`src/rtl/mux4_rr_arbiter.sv`:
```
// rtl/mux4_rr_arbiter.sv - round-robin arbiter owning a shared 4:1 mux with bounded hold

// Plain 4:1 single-bit mux selected by {s1,s0}.
module mux4_1 (
   input  logic d0,
   input  logic d1,
   input  logic d2,
   input  logic d3,
   input  logic s1,
   input  logic s0,
   output logic y
);

   // Select one of four data bits.
   always_comb begin
      case ({s1, s0})
         2'b00:   y = d0;
         2'b01:   y = d1;
         2'b10:   y = d2;
         default: y = d3;
      endcase
   end

endmodule

module mux4_rr_arbiter #(
   parameter int MAX_HOLD = 8
) (
   input  logic       clk,
   input  logic       rst_n,
   input  logic [3:0] req,
   input  logic       i0,
   input  logic       i1,
   input  logic       i2,
   input  logic       i3,
   output logic [3:0] grant,
   output logic       s1,
   output logic       s0,
   output logic       valid,
   output logic       out
);

   typedef enum logic {ST_IDLE, ST_BUSY} state_t;

   localparam logic [7:0] HOLD_LAST = 8'(MAX_HOLD - 1);

   state_t     state_q;
   logic [1:0] ptr_q;
   logic [7:0] hold_cnt_q;
   logic [3:0] grant_q;
   logic [1:0] sel_q;
   logic       valid_q;

   logic [1:0] owner;
   logic [3:0] others;
   logic       at_sat;
   logic       rel;
   logic [1:0] scan_start;
   logic [3:0] scan_mask;
   logic       found;
   logic [1:0] found_idx;
   logic       mux_y;

   // Arbitration scan: from ptr in IDLE, from owner+1 over the other requesters in BUSY.
   always_comb begin
      owner      = sel_q;
      others     = req & ~grant_q;
      at_sat     = (hold_cnt_q == HOLD_LAST);
      rel        = !req[owner] || (at_sat && (|others));
      scan_start = (state_q == ST_BUSY) ? owner + 2'd1 : ptr_q;
      scan_mask  = (state_q == ST_BUSY) ? others : req;
      found      = 1'b0;
      found_idx  = 2'd0;
      for (int i = 0; i < 4; i++) begin
         if (!found && scan_mask[scan_start + 2'(i)]) begin
            found     = 1'b1;
            found_idx = scan_start + 2'(i);
         end
      end
   end

   // Arbiter FSM with registered grant, select and valid.
   always_ff @(posedge clk or negedge rst_n) begin
      if (!rst_n) begin
         state_q    <= ST_IDLE;
         ptr_q      <= 2'd0;
         hold_cnt_q <= 8'd0;
         grant_q    <= 4'd0;
         sel_q      <= 2'd0;
         valid_q    <= 1'b0;
      end else begin
         case (state_q)
            ST_IDLE: begin
               hold_cnt_q <= 8'd0;
               if (found) begin
                  state_q <= ST_BUSY;
                  grant_q <= 4'b0001 << found_idx;
                  sel_q   <= found_idx;
                  valid_q <= 1'b1;
               end else begin
                  grant_q <= 4'd0;
                  sel_q   <= 2'd0;
                  valid_q <= 1'b0;
               end
            end
            default: begin
               if (rel) begin
                  ptr_q      <= owner + 2'd1;
                  hold_cnt_q <= 8'd0;
                  if (found) begin
                     grant_q <= 4'b0001 << found_idx;
                     sel_q   <= found_idx;
                     valid_q <= 1'b1;
                  end else begin
                     state_q <= ST_IDLE;
                     grant_q <= 4'd0;
                     sel_q   <= 2'd0;
                     valid_q <= 1'b0;
                  end
               end else if (!at_sat) begin
                  hold_cnt_q <= hold_cnt_q + 8'd1;
               end
            end
         endcase
      end
   end

   mux4_1 u_mux (
      .d0 (i0),
      .d1 (i1),
      .d2 (i2),
      .d3 (i3),
      .s1 (sel_q[1]),
      .s0 (sel_q[0]),
      .y  (mux_y)
   );

   assign grant = grant_q;
   assign s1    = sel_q[1];
   assign s0    = sel_q[0];
   assign valid = valid_q;
   assign out   = valid_q & mux_y;

endmodule

```
`config.mk`:
```
export PLATFORM = sky130hd
export DESIGN_NAME = mux4_rr_arbiter
export DESIGN_NICKNAME = d
export VERILOG_FILES = /design/src/rtl/mux4_rr_arbiter.sv
export SDC_FILE = /design/constraint.sdc
export NUM_CORES = 1
export LEC_CHECK = 0
export CAP_MARGIN = 5
export CORE_ASPECT_RATIO = 0.9
export CORE_UTILIZATION = 50
export DETAILED_ROUTE_END_ITERATION = 8
export PLACE_DENSITY = 0.72
export SETUP_SLACK_MARGIN = 0.02
export SKIP_CTS_REPAIR_TIMING = 1
export SLEW_MARGIN = 10
export SYNTH_ARGS = -nofsm -noshare
export SYNTH_HDL_FRONTEND = slang
export SYNTH_SLANG_ARGS = --single-unit
export TNS_END_PERCENT = 100
```
`constraint.sdc`:
```
create_clock -name clk -period 5.8 [get_ports clk]
set_clock_uncertainty 0.05 [all_clocks]
set_input_delay 0.58 -clock clk [delete_from_list [all_inputs] [get_ports clk]]
set_output_delay 0.58 -clock clk [all_outputs]
set_load 0.02 [all_outputs]
```
Word level (Yosys, flattened, before mapping)
Index checks and enable logic that the tools add are counted.
Word-level totals
  bits in registers: 18
  bits in latches: 0
  RAM bits: 0
  memory bits (read-only): 0
  word-level logic and storage cells: 72
  memories kept: 0
Cells by class
  $add $sub $neg: 5
  multipliers: 0
  div/mod/pow operators: 0
  magnitude comparators: 5
  equal/unequal tests: 5
  shifts and indexed selects: 1
  muxes and demuxes: 35
  bitwise operators: 3
  reduce and logical (&&, ||, !) cells: 12
Operators with widths (number)
  8-bit two-way mux: 3
  2-bit two-way mux: 8
  4-bit two-way mux: 4
  2-bit by 3-bit < comparator with 1-bit output, second input constant: 5
  1-bit two-way mux: 14
  1-bit binary-select mux with 2-bit select: 5
  8-bit by 1-bit adder with 8-bit output, second input constant: 1
  8-bit by 3-bit equality test with 1-bit output, second input constant: 1
  2-bit by 1-bit adder with 2-bit output, second input constant: 2
  2-bit adder, second input constant: 2
  4-bit bitwise AND: 1
  1-bit logical AND: 4
  1-bit zero test: 4
  4-bit NOT: 1
  4-bit OR reduction: 1
  1-bit by 2-bit << shifter with 4-bit output, first input constant: 1
  3-bit by 2-bit inequality test with 1-bit output, second input constant: 1
  1-bit case mux with 3 select lines: 1
  2-bit by 1-bit equality test with 1-bit output, second input constant: 1
  2-bit equality test, second input constant: 1
  2-bit zero test: 1
  2-bit by 1-bit inequality test with 1-bit output, second input constant: 1
  2-bit AND reduction: 1
  1-bit bitwise AND: 1
  1-bit logical OR: 1

Longest topological paths before layout
  word-level depth: 19
  mapped depth: 7
  mapped depth without buffers: 7

By module
From an unflattened synthesis, not the netlist that was laid out.
Second synthesis, totals
  cells, all modules: 121
  area total of the unflattened synthesis: 1117.3 um^2
By module, submodules not included
  mux4_rr_arbiter: instances 1, cells each 120, area each 1094.8 um^2
  mux4_1: instances 1, cells each 1, area each 22.5 um^2

Worst setup path before layout
Ideal clock, no wire load.
  path kind: reg2out
  start point: register sel_q[0] (netlist: owner[0])
  end point: output port out
  arrival: 1.414 ns
  required time: 5.170 ns
  slack: 3.756 ns
  stages on the path, launching flop included: 6
  path buffers: 0
  cells stage by stage: dfrtp_1 > inv_1 > ha_1 > a222oi_1 > o21ai_0 > and2_1
Between the ends
  longest elaborated chain between the ends: 3
RTL lines
  start, declared: RTL line 51  | logic [1:0] sel_q;
  start signal, assigned: RTL line 98  | sel_q <= found_idx;
  start signal, assigned: RTL line 112  | sel_q <= found_idx;
  2-bit equality test (tied with other cells): RTL line 16  | case ({s1, s0})
  1-bit case mux with 3 select lines *: RTL line 16
  1-bit bitwise AND *: RTL line 142  | assign out = valid_q & mux_y;
  end, declared: RTL line 40  | output logic out
Mark *: on every way between the ends. The rest lies on a longest branch, timed or not.

Final worst setup path
Same ends and word-level chain as after synthesis.

==> flow_summary.yaml <==
timing:
  fin_hold_ws_ns: 0.497
  max_slew_margin_pct: 41.4
  drv_slew: 0
  fin_setup_tns_ns: 0
  setup-violations-final: 0
  post-route-period-util_pct: 49.2
  finalHoldViolCount: 0
  rsz0062_at_grt: "false"
  max_freq_mhz: 350
  finalCriticalPeriod_ns: 2.86
  worst_pin_slew_ns: 0.877
global_route:
  grt_pass1_vias: 937
  grt_max_degree: 21
  grt_pass1_wl_mm: 4.49
  grt_overflow: 0
  grt_util_all_layers_pct: 25.8
  antenna_found_initial: 0
place:
  port_buffers: 17
  dpl.hpwl_mm: 1.89
  dp_cells: 157
  place_congestion: 0.882
pwr:
  pwr-share-comb_pct: 56.1
  switching_power_mw: 0.301
  total_power_mw: 0.666
  seqPwrFrac_pct: 31.3
  p_leak_nw: 0.580
  power.density_nw_per_um2: 495
  internal_power_mw: 0.364
  peakVddDrop_uv: 355
  p_sw_share_pct: 45.3
  clock_power_share_pct: 12.6
cts:
  clockRootBuffer: "clkbuf_4"
  cts-buffers-inserted: 3
  cts_tree: "yes"
  insertion_delay_ns: 0.32
  clock_path_buffers: 2
  clk_transition_reported_paths_ns: 0.12
  h-tree-depth: 1
  cts.sinks: 18
drt:
  vias: 973
  wl_mm: 2.65
  drc: 0
  final_antenna_net_count: 0
  viasPerCell: 6.04
  wl_per_cell_um: 16.5
  dr.pass1.iters: 4
  drt-initial-drc-count: 28
critical_path:
  worstPathRequired_ns: 5.17
  reg2reg_slack_ns: 3.22
  worstSetupEndpointType: "output pin"
  setup.worst_path.start_class: "flop"
  critPathKind: "flop to output pin"
  crit_fanout: 6
  cp.arrival_ns: 2.23
floorplan:
  num_rows: 15
  initial_core_util_pct: 55.9
  io_pins: 18
  core_region_area_um2: 2030
  dieHeight_um: 47.1
  die_area_um2: 2460
  die_w_um: 52.2
hold_path:
  hold_path_class: "flop to flop"
synth:
  ys_ff_latch: 18
  syn_nets: 134
  yosysWarnings: 0
  syn_area_um2: 1130
  avgSynthCellArea_um2: 9.52
  postSynthCellCount: 119
  synth_cell_types: 35
  yosysSeqAreaShare_pct: 39.8
final_layout:
  final_util_pct: 66.4
  instances_no_fill: 161
  drive_above_1_share_pct: 9.56
  layout_commonest_cell: "dfrtp_1"
  num_antenna_cells: 0
  layout_common_cells: "dfrtp_1, clkdlybuf4s50_1, nor2_1, nand2_1, o21ai_0"
  nets: 152
  syn_to_final_growth_pct: 18.8
run_status:
  run_status: "finished, final reports clean"
run:
  cap_violations: 0
registers in the layout (all words and copies together) (netlist names):
name / flops
hold_cnt_q: 8
grant: 4
owner: 2
ptr_q: 2
state_q: 1
valid: 1
cells in the mapped netlist (all sizes together):
| master | count | area (um^2) |
|---|---|---|
| nor2 | 11 | 41.3 |
| nand2 | 10 | 37.5 |
| o21ai | 11 | 55.1 |
| or4 | 1 | 7.51 |
| buf | 3 | 21.3 |
| mux2 | 3 | 33.8 |
| xnor2 | 2 | 17.5 |
| xor2 | 4 | 35.0 |
| a21bo | 2 | 20.0 |
| or3 | 1 | 11.3 |
| o22ai | 4 | 25.0 |
| dfrtp | 18 | 450 |
| mux4 | 1 | 22.5 |
| a22oi | 2 | 15.0 |
| o211ai | 1 | 12.5 |
| a21oi | 3 | 15.0 |
| a221o | 2 | 20.0 |
| nand3 | 5 | 30.0 |
| clkbuf | 1 | 3.75 |
| a21boi | 4 | 30.0 |
| a2111oi | 1 | 8.76 |
| ha | 5 | 62.6 |
| and2 | 1 | 6.26 |
| o2111ai | 3 | 26.3 |
| nor2b | 3 | 18.8 |
| nor3 | 3 | 15.0 |
| o21a | 2 | 15.0 |
| inv | 6 | 22.5 |
| mux2i | 3 | 30.0 |
| and3 | 2 | 12.5 |
| a222oi | 1 | 10.0 |
power groups by stage:
stage | sequential, mW | clock, mW | combinational, mW
floorplan | 0.217 | 0 | 0.254
global placement | 0.208 | 0 | 0.363
detailed placement | 0.210 | 0 | 0.372
CTS | 0.207 | 0.0834 | 0.372
global route | 0.213 | 0.0867 | 0.421
finish | 0.208 | 0.0842 | 0.373
path summary, 6_finish.rpt:
kind | startpoint | endpoint | depth (start not counted)
worst min register to register | ptr_q[1] | ptr_q[1] | 1
worst max register to register | hold_cnt_q[3] | grant[3] | 5
min in group asynchronous | rst_n | ptr_q[0] | 1
max in group asynchronous | rst_n | hold_cnt_q[6] | 1
worst max-delay path | owner[0] | out | 6
worst min-delay path | ptr_q[1] | ptr_q[1] | 1
area by class of cell:
cell class / count / area (um^2)
Inverter: 6 / 22.5
Multi-Input combinational cell: 91 / 634
Timing Repair Buffer: 17 / 170
Fill cell: 181 / 682
Clock buffer: 4 / 36.3
Sequential cell: 18 / 450
Tap cell: 25 / 31.3
critical path, stage by stage, from the launching register on:
cell	delay [ns]
dfrtp_1	0.49
inv_1	0.14
ha_1	0.20
a222oi_1	0.29
o21ai_0	0.11
and2_1	0.15
clkdlybuf4s50_1	0.53
layer usage:
layer	vias up	share of wire [%]	wire length (um)	track usage [%]
li1	467	-	-	-
met3	5	8.3	219	6.80
met4	0	1.4	38	10.0
met2	45	42	1120	37.2
met5	-	0	0	0
met1	456	48	1270	37.3
kinds of logic (layout without fill, tap and decap cells):
logic type | after synthesis | count (layout) | share of synthesized area, %
mux | 7 | 7 | 7.62
xor+xnor | 6 | 6 | 4.64
fa+ha+maj | 5 | 5 | 5.52
compound gates | 36 | 36 | 22.3
simple gates | 37 | 37 | 15.9
flops | 18 | 18 | 39.8
buf+inv | 10 | 27 | 4.20
per-stage QoR:
step	setup slack (ns)	instance area, um^2
2_1_floorplan	3.76	1130
3_3_place_gp	3.07	1310
3_5_place_dp	2.97	1310
4_1_cts	2.92	1350
5_1_grt	2.76	1350
6_report	2.94	1350
Note: power is estimated with default switching activity, not from simulation.
